[src/rtl/add_seq_ctrl.sv]
// add_seq_ctrl: byte-serial NBYTES-wide add (optional subtract) on a shared 8-bit ripple adder
//   clk, rst (async, active-high)
//   start_valid/start_ready, op_a, op_b, op_cin : operand request (accepted in IDLE only)
//   add_a, add_b, add_cin -> adder ; add_sum, add_cout <- adder
//   res_valid/res_ready, result, res_cout        : result handshake, held stable in DONE
//   busy                                         : high in RUN or DONE
//   ADD_SEQ_SUB_EN defined adds input op_sub (1 = two's-complement A-B, res_cout=1 means no borrow)
module add_seq_ctrl #(
    parameter int NBYTES = 4
) (
    input  logic                  clk,
    input  logic                  rst,
    input  logic                  start_valid,
    output logic                  start_ready,
    input  logic [8*NBYTES-1:0]   op_a,
    input  logic [8*NBYTES-1:0]   op_b,
    input  logic                  op_cin,
`ifdef ADD_SEQ_SUB_EN
    input  logic                  op_sub,
`endif
    output logic [7:0]            add_a,
    output logic [7:0]            add_b,
    output logic                  add_cin,
    input  logic [7:0]            add_sum,
    input  logic                  add_cout,
    output logic                  res_valid,
    input  logic                  res_ready,
    output logic [8*NBYTES-1:0]   result,
    output logic                  res_cout,
    output logic                  busy
);
    localparam int W  = 8 * NBYTES;
    localparam int IW = NBYTES > 1 ? $clog2(NBYTES) : 1;

    typedef enum logic [1:0] {IDLE, RUN, DONE} state_t;

    state_t        state;
    logic [IW-1:0] idx;
    logic          carry;
    logic [W-1:0]  a_reg;
    logic [W-1:0]  b_reg;
    logic [W-1:0]  res_reg;
    logic          sub;
    logic          run;

`ifdef ADD_SEQ_SUB_EN
    assign sub = op_sub;
`else
    assign sub = 1'b0;
`endif

    always_ff @(posedge clk or posedge rst) begin
        if (rst) begin
            state   <= IDLE;
            idx     <= '0;
            carry   <= 1'b0;
            a_reg   <= '0;
            b_reg   <= '0;
            res_reg <= '0;
        end else begin
            case (state)
                IDLE: if (start_valid) begin
                    a_reg   <= op_a;
                    b_reg   <= sub ? ~op_b : op_b;
                    // subtract forces carry-in 1 to complete the two's complement
                    carry   <= sub | op_cin;
                    idx     <= '0;
                    res_reg <= '0;
                    state   <= RUN;
                end
                RUN: begin
                    res_reg[8*idx +: 8] <= add_sum;
                    carry               <= add_cout;
                    if (idx == IW'(NBYTES-1)) state <= DONE;
                    else idx <= idx + 1'b1;
                end
                DONE: if (res_ready) state <= IDLE;
                default: state <= IDLE;
            endcase
        end
    end

    // adder operands come only from registers, never straight from op_*
    assign run         = state == RUN;
    assign add_a       = run ? a_reg[8*idx +: 8] : 8'h00;
    assign add_b       = run ? b_reg[8*idx +: 8] : 8'h00;
    assign add_cin     = run & carry;
    assign start_ready = state == IDLE;
    assign res_valid   = state == DONE;
    assign busy        = state != IDLE;
    assign result      = res_reg;
    assign res_cout    = carry;
endmodule
[config.mk]
export PLATFORM = sky130hd
export DESIGN_NAME = add_seq_ctrl
export DESIGN_NICKNAME = d
export VERILOG_FILES = /design/src/rtl/add_seq_ctrl.sv
export SDC_FILE = /design/constraint.sdc
export NUM_CORES = 1
export LEC_CHECK = 0
export ABC_CLOCK_PERIOD_IN_PS = 3200
export BUFFER_PORTS_ARGS = -buffer_cell sky130_fd_sc_hd__buf_2
export CAP_MARGIN = 20
export CORE_MARGIN = 4
export CORE_UTILIZATION = 47
export CTS_CLUSTER_DIAMETER = 100
export DETAILED_ROUTE_END_ITERATION = 16
export GPL_TIMING_DRIVEN = 0
export PLACE_DENSITY = 0.8
export RECOVER_POWER = 25
export SYNTH_ARGS = -nofsm -noshare
export SYNTH_HDL_FRONTEND = slang
export SYNTH_SLANG_ARGS = --single-unit
[constraint.sdc]
create_clock -name clk -period 3.2 [get_ports clk]
set_input_delay 0.64 -clock clk [delete_from_list [all_inputs] [get_ports clk]]
set_output_delay 0.64 -clock clk [all_outputs]
set_load 0.05 [all_outputs]
==> flow_summary.yaml, run 1 <==
placed_design:
  dp_hpwl_mm: 7.56
  port_buffers: 130
  gp_congestion: 0.787
synth:
  syn_inst: 292
  ys_seq_area_share_pct: 56.6
  yosys_register_bits: 101
  synth.avg_cell_area_um2: 15.3
  synth_cell_type_count: 28
  synthesis.nets: 376
  ys_warn_count: 0
  synth_area_mm2: 0.00446
timing:
  whs_ns: 0.385
  period_minus_slack_ns: 2.78
  finalHoldViolCount: 0
  finalClockSkew_ns: 0.00741
  slew_headroom_pct: -9.51
  fin_crit_sh_pct: 86.9
  setup_viol: 0
  finalSetupTns_ns: 0
  timing.fmax_mhz: 360
  rsz0062_at_grt: "no"
  tightest_slew_ns: 1.64
  drv_slew: 39
die:
  die_height_um: 105
  pin_count: 131
  start_util_pct: 48.3
  die_w_um: 105
  design.core.area_mm2: 0.00924
  rows: 35
  dieArea_mm2: 0.0111
hold_path:
  min_path_type: "primary input to async pin"
routing:
  routed_wl_mm: 9.99
  firstDrtPassIters: 4
  wl_per_cell_um: 17.6
  vias: 3000
  postRouteAntennaNets: 0
  drt_iter0_drc: 99
  drc_errors: 0
  vias_per_cell: 5.27
grt:
  grt_use_total_pct: 18.4
  grt_use_met2_pct: 31.2
  use_met1_pct: 23.1
  antenna_found_initial: 0
  grt_start_max_net_pins: 44
  gr-total-overflow: 0
  grt_first_pass_wirelength_mm: 16.3
  grtUsageMet3_pct: 5.27
  grt_pass1_vias: 3274
  busiest_layer: "met2"
layout:
  syn2layout_area_growth_pct: 22.5
  n_fill_cell: 771
  final_cell_mix: "136 x buf_2, 101 x dfrtp_1, 50 x mux2_1, 31 x a22o_1, 17 x and2_1"
  mostFrequentLayoutCell: "buf_2"
  antenna_cells: 0
  drive_gt1_share_pct: 44.8
  nets: 519
critical_path:
  start_kind: "flip-flop"
  reg2reg_depth: 8
  critPathKind: "flip-flop to output port"
  crit_slowest_cell: "mux4_2"
  reg2reg_from: "idx[1]$_DFFE_PP0P_"
  crit_required_ns: 2.56
  worst-path-max-fanout: 10
  slowest_delay_ns: 0.55
  arrival_ns: 2.14
  cp-end-kind: "output port"
  r2r-end: "result[6]$_DFFE_PP0P_"
  r2r_slack_ns: 0.78
  crit_top_cell: "buf_2"
  path_cells: "buf_2, mux4_2, and2_1, buf_2"
clock_tree:
  clock_sinks: 101
  clk_path_buf_depth: 2
  cts_tree: "built"
  ctsHtreeMaxLevel: 3
  clk-insertion-delay-late_ns: 0.36
  path_clk_slew_ns: 0.09
  clock-root-buffer: "clkbuf_8"
  cts_hold_buf: 0
  numCtsBuffers: 9
  ctsResizeCount: 0
  cts_setup_buffers: 0
job:
  maxCapViolations: 1
power:
  leakage_nw: 2.69
  ir_drop_mv: 0.572
  powerDensity_mw_per_mm2: 1120
run_status:
  status: "finished with violations"
  violations: "capacitance limit, slew limit"
## layer usage
layer  wire (um)  up-vias  share of wire (%)
met5           0        -                  0
met2        5040      110                 50
met3         749       13                7.5
met1        4090     1521                 41
li1            -     1356                  -
met4         114        0                1.1
## cell families (layout without fill, tap and decap cells)
kind of cell	count (synthesis)	count (layout)	share of synthesized area, %
compound gates	41	41	7.60
fa+ha+maj	6	6	1.68
buf+inv	22	170	3.48
flops	101	101	56.6
mux	81	81	24.5
simple gates	41	41	6.14
## power by group
part           switching [W]  internal (W)
sequential          0.000287       0.00182
combinational        0.00203       0.00125
clock               0.000451      0.000287
## area by class of cell
cell class | instances | area [um^2] | share of cell area [%]
plain buffers | 16 | 133 | 2.43
clock buffers | 9 | 124 | 2.27
clock inverters | 7 | 48.8 | 0.893
inverters | 6 | 23.8 | 0.435
multi-input cells | 169 | 1780 | 32.6
flip-flops and latches | 101 | 2530 | 46.2
well taps | 129 | 161 | 2.95
repair buffers | 132 | 667 | 12.2
## how the worst max path moves through the flow
stage	cells after the start	startpoint	endpoint
final	4	idx[0]$_DFFE_PP0P_	add_b[3]
after global routing	3	rst	a_reg[10]$_DFFE_PP0P_
after CTS	4	idx[0]$_DFFE_PP0P_	add_b[3]
after detailed placement	8	idx[1]$_DFFE_PP0P_	result[6]$_DFFE_PP0P_
after global placement	2	rst	a_reg[18]$_DFFE_PP0P_
after floorplan	3	idx[0]$_DFFE_PP0P_	add_b[0]
## stage by stage
step / util, % / cells / total power (W) / worst slack [ns] / area [um^2]
5_1_grt: 59.1 / 569 / 0.00648 / 0.215 / 5470
3_3_place_gp: 57.1 / 551 / 0.00533 / 0.746 / 5280
2_1_floorplan: - / 292 / 0.00466 / 1.02 / 4470
3_5_place_dp: 57.6 / 553 / 0.00545 / 0.787 / 5320
6_report: 59.1 / 569 / 0.00612 / 0.420 / 5470
4_1_cts: 59.4 / 569 / 0.00619 / 0.398 / 5490
## worst max-delay path: cells and delay by family (launching register included)
kind | cells | cell delay, ns
buffers and inverters | 2 | 0.58
AND/OR/NAND/NOR | 1 | 0.18
flip-flops | 1 | 0.47
multiplexers | 1 | 0.55
## synthesized netlist by cell type
| cell | instances | area [um^2] |
|---|---|---|
| nand2b_1 | 2 | 12.5 |
| buf_4 | 2 | 15.0 |
| ha_1 | 6 | 75.1 |
| dfrtp_1 | 101 | 2530 |
| buf_2 | 7 | 35.0 |
| and3_1 | 1 | 6.26 |
| clkbuf_1 | 2 | 7.51 |
| a21o_1 | 4 | 30.0 |
| nor3b_2 | 2 | 25.0 |
| o2bb2ai_1 | 2 | 17.5 |
| nor4_4 | 1 | 21.3 |
| buf_8 | 5 | 75.1 |
| mux2_1 | 50 | 563 |
| a22o_1 | 31 | 272 |
| nand4bb_1 | 1 | 11.3 |
| nand2_1 | 6 | 22.5 |
| o21ai_0 | 3 | 15.0 |
| nor2_1 | 5 | 18.8 |
| nand4b_1 | 1 | 8.76 |
| and2_1 | 17 | 106 |
| mux4_2 | 16 | 360 |
| or2_2 | 1 | 6.26 |
| nand2b_4 | 1 | 13.8 |
| a21oi_1 | 1 | 5.00 |
| and3b_1 | 1 | 8.76 |
| mux2_2 | 15 | 169 |
| nor2b_1 | 2 | 12.5 |
| inv_1 | 6 | 22.5 |
Note: power is estimated with default switching activity, not from simulation.
==> inputs of run 2 (changes only) <==
BUFFER_PORTS_ARGS = default   (was -buffer_cell sky130_fd_sc_hd__buf_2)
CORE_UTILIZATION = 50   (was 47)
DONT_BUFFER_PORTS = 1   (was default)
PLACE_DENSITY = 0.71   (was 0.8)
==> flow_summary.yaml, run 2 (synthesis gave the netlist of run 1 again) <==
critical_path:
  worst-path-max-fanout: 10
  arrival_ns: 2.15
  r2r_slack_ns: 0.81
  path_buf_inv: 2
  path_cells: "nor2b_1, buf_2, clkbuf_1, and2_1"
  start_kind: "flip-flop"
  crit_slowest_cell: "and2_1"
  cp_top_family: "simple AND/OR/NAND/NOR gates"
  cp-end-kind: "output port"
  critPathKind: "flip-flop to output port"
  slowest_delay_ns: 0.54
  crit_required_ns: 2.56
grt:
  grt_pass1_vias: 2775
  grt_first_pass_wirelength_mm: 14.8
  grt_start_max_net_pins: 44
  gr-total-overflow: 0
  grt_use_total_pct: 18.6
  antenna_found_initial: 2
run_status:
  violations: "capacitance limit, slew limit"
  status: "finished with violations"
hold_path:
  min_path_type: "primary input to async pin"
die:
  rows: 34
  design.core.area_mm2: 0.00872
  start_util_pct: 51.2
  die_w_um: 102
  die_height_um: 102
  pin_count: 131
  dieArea_mm2: 0.0105
timing:
  period_minus_slack_ns: 2.79
  fin_crit_sh_pct: 87.2
  rsz0062_at_grt: "no"
  timing.fmax_mhz: 358
  finalClockSkew_ns: 0.00608
  tightest_slew_ns: 1.88
  finalHoldViolCount: 0
  setup_viol: 0
  drv_slew: 81
  finalSetupTns_ns: 0
  slew_headroom_pct: -25.2
  fin_ws_ns: 0.409
routing:
  wl_per_cell_um: 22.2
  postRouteAntennaNets: 0
  firstDrtPassIters: 4
  vias: 2491
  vias_per_cell: 5.93
  drt_iter0_drc: 59
  routed_wl_mm: 9.32
  drc_errors: 0
layout:
  final_cell_mix: "101 x dfrtp_1, 50 x mux2_1, 31 x a22o_1, 17 x and2_1, 16 x mux4_2"
  stdcell_area_mm2: 0.00479
  nets: 389
  final_core_util_pct: 54.9
  drive_gt1_share_pct: 21.0
  mostFrequentLayoutCell: "dfrtp_1"
  syn2layout_area_growth_pct: 7.29
  n_fill_cell: 732
clock_tree:
  cts_setup_buffers: 0
  cts_hold_buf: 0
  clock-root-buffer: "clkbuf_8"
  ctsHtreeMaxLevel: 3
  clk_path_buf_depth: 2
  path_clk_slew_ns: 0.10
  clk-insertion-delay-late_ns: 0.36
  numCtsBuffers: 9
  clock_sinks: 101
  cts_tree: "built"
  ctsResizeCount: 0
power:
  leakage_nw: 2.10
  p_total_w: 0.00576
  powerDensity_mw_per_mm2: 1200
  ir_drop_mv: 0.510
placed_design:
  dp_hpwl_mm: 6.93
  gp_congestion: 0.790
  place_area_mm2: 0.00464
  dp_slack_ns: 0.765
  port_buffers: 0
job:
  maxCapViolations: 2
run 2: cell types whose count changed in the layout (fill, tap and decap cells not counted), sizes merged:
cell	delta
buf	-129
clkinv	-2
clkinvlp	+2
diode	+2
inv	-2
clkbuf	+1
run 2: per-layer routing:
metal / track usage, % / wire length (um) / share of wire [%]
met1: 22.3 / 3700 / 40
met2: 31.1 / 4620 / 50
met3: 7.71 / 909 / 9.8
met4: 4.84 / 89 / 0.95
met5: 0 / 0 / 0
run 2: worst reg2reg max path, stage by stage, from the launching register on:
cell and delay (ns):
dfrtp_1 0.42, buf_2 0.27, buf_2 0.34, inv_1 0.15, ha_1 0.37, nor2_1 0.11
and3_1 0.16, clkbuf_1 0.31, a22o_1 0.19
run 2: area by class of cell:
type                    instances  area, um^2  share of cell area, %
flip-flops and latches        101        2530                   52.8
repair buffers                  2        16.3                  0.340
inverters                       6        23.8                  0.496
clock inverters                 5        36.3                  0.758
clock buffers                  11         131                   2.74
diodes                          2        5.00                  0.105
well taps                     108         135                   2.82
multi-input cells             169        1780                   37.2
plain buffers                  16         133                   2.77
run 2: path summary, 6_finish.rpt:
check | from | endpoint | depth (start not counted)
setup / recovery | state[0]$_DFFE_PP0P_ | add_a[5] | 4
hold / removal | rst | result[0]$_DFFE_PP0P_ | 1
setup reg to reg | idx[1]$_DFFE_PP0P_ | result[1]$_DFFE_PP0P_ | 8
hold reg to reg | a_reg[31]$_DFFE_PP0P_ | a_reg[31]$_DFFE_PP0P_ | 1
max in group asynchronous | rst | a_reg[19]$_DFFE_PP0P_ | 2
min in group clk | add_sum[6] | result[30]$_DFFE_PP0P_ | 1
run 2: per-stage QoR:
stage,std cells,hold slack [ns]
floorplan,292,0.452
global placement,400,0.464
detailed placement,402,0.471
CTS,418,0.195
global route,420,0.381
finish,420,0.317
run 2: power by group:
group	total, W	leakage, nW	internal [W]	switching (W)
clock	0.000713	0.0760	0.000285	0.000428
combinational	0.00254	0.764	0.00101	0.00153
sequential	0.00251	1.26	0.00182	0.000691
total	0.00576	2.10	0.00312	0.00264
==> inputs of run 3 (changes only) <==
CORE_ASPECT_RATIO = 1.25   (was default)
==> flow_summary.yaml, run 3 (synthesis gave the netlist of run 1 again) <==
clock_tree:
  cts_tree: "built"
  cts_setup_buffers: 0
  clk_path_buf_depth: 2
  clock-root-buffer: "clkbuf_8"
  ctsHtreeMaxLevel: 3
  numCtsBuffers: 9
  clock_sinks: 101
  cts_hold_buf: 0
  path_clk_slew_ns: 0.10
  ctsResizeCount: 0
  clk-insertion-delay-late_ns: 0.36
critical_path:
  critPathKind: "flip-flop to output port"
  slowest_delay_ns: 0.56
  crit_required_ns: 2.56
  crit_slowest_cell: "and2_1"
  start_kind: "flip-flop"
  arrival_ns: 2.21
  cp-end-kind: "output port"
  worst-path-max-fanout: 10
  path_cells: "nor2b_1, buf_2, clkbuf_1, and2_1"
grt:
  grt_use_total_pct: 18.9
  grt_pass1_vias: 2729
  grt_first_pass_wirelength_mm: 15.0
  antenna_found_initial: 0
  grt_start_max_net_pins: 42
  gr-total-overflow: 0
timing:
  finalHoldViolCount: 0
  slew_headroom_pct: -17.9
  whs_ns: 0.298
  tightest_slew_ns: 1.77
  fin_crit_sh_pct: 89.1
  period_minus_slack_ns: 2.85
  timing.fmax_mhz: 351
  finalClockSkew_ns: 0.0105
  drv_slew: 82
  setup_viol: 0
  rsz0062_at_grt: "no"
  finalSetupTns_ns: 0
run_status:
  violations: "capacitance limit, slew limit"
  status: "finished with violations"
placed_design:
  gp_congestion: 0.751
  placed_cells: 414
  port_buffers: 0
  dp_hpwl_mm: 6.98
routing:
  drt_iter0_drc: 77
  vias: 2494
  drc_errors: 0
  vias_per_cell: 5.80
  routed_wl_mm: 9.52
  wl_per_cell_um: 22.1
  firstDrtPassIters: 4
  postRouteAntennaNets: 0
layout:
  syn2layout_area_growth_pct: 8.83
  mostFrequentLayoutCell: "dfrtp_1"
  antenna_cells: 0
  drive_gt1_share_pct: 21.6
  fin_cells: 430
  nets: 389
  final_cell_mix: "101 x dfrtp_1, 50 x mux2_1, 31 x a22o_1, 17 x and2_1, 16 x mux4_2"
power:
  powerDensity_mw_per_mm2: 1220
  ir_drop_mv: 0.639
  leakage_nw: 2.14
die:
  pin_count: 131
  dieArea_mm2: 0.0105
  die_w_um: 92.5
  rows: 38
  design.core.area_mm2: 0.00870
  die_height_um: 114
  start_util_pct: 51.3
job:
  maxCapViolations: 2
hold_path:
  min_path_type: "primary input to async pin"
[run 3: changes by cell type in the layout (fill, tap and decap cells not counted)]
| cell | delta |
|---|---|
| clkinv_4 | +1 |
| clkinv_2 | -1 |
| clkinvlp_4 | -2 |
| bufinv_16 | +1 |
| clkbuf_8 | +2 |
| inv_8 | +1 |
| diode_2 | -2 |
| dlymetal6s4s_1 | +1 |
| clkbuf_1 | -3 |
[run 3: layer usage]
layer	GRT usage, %	share of wire, %
met5	0	0
met4	6.05	1.3
met3	6.73	7.5
met2	33.1	54
met1	21.6	38
[run 3: area by class of cell]
type,instances,area [um^2]
Timing Repair Buffer,2,25.0
Tap cell,120,150
Sequential cell,101,2530
Clock inverter,5,66.3
Clock buffer,11,151
Inverter,6,23.8
Fill cell,709,3840
Multi-Input combinational cell,169,1780
Buffer,16,133
[run 3: report_power, final]
part / switching [W] / total (W) / internal (W)
Combinational: 0.00155 / 0.00256 / 0.00101
Clock: 0.000449 / 0.000863 / 0.000414
Sequential: 0.000688 / 0.00250 / 0.00182
[run 3: worst paths after layout]
check	cells past startpoint	startpoint	slack, ns	endpoint
max	4	state[0]$_DFFE_PP0P_	0.35	add_b[5]
min	1	rst	0.30	b_reg[0]$_DFFE_PP0P_
max reg2reg	7	idx[1]$_DFFE_PP0P_	0.76	result[26]$_DFFE_PP0P_
min reg2reg	1	b_reg[23]$_DFFE_PP0P_	0.49	b_reg[23]$_DFFE_PP0P_
max in group asynchronous	2	rst	0.68	result[9]$_DFFE_PP0P_
min in group clk	1	op_b[0]	0.40	b_reg[0]$_DFFE_PP0P_
[run 3: critical path: cells and delay by family, from the launching register on]
| kind | cells | cell delay, ns |
|---|---|---|
| simple gates | 2 | 0.74 |
| buf+inv | 2 | 0.70 |
| flops | 1 | 0.42 |
[run 3: metrics by stage]
step / power (W) / utilization [%] / cell area [um^2] / setup slack [ns]
final: 0.00593 / 55.8 / 4860 / 0.349
after global routing: 0.00627 / 55.8 / 4860 / 0.111
after CTS: 0.00600 / 56.0 / 4870 / 0.311
after detailed placement: 0.00513 / 53.5 / 4660 / 0.734
after global placement: 0.00505 / 53.1 / 4620 / 0.754
after floorplan: 0.00466 / - / 4470 / 1.02
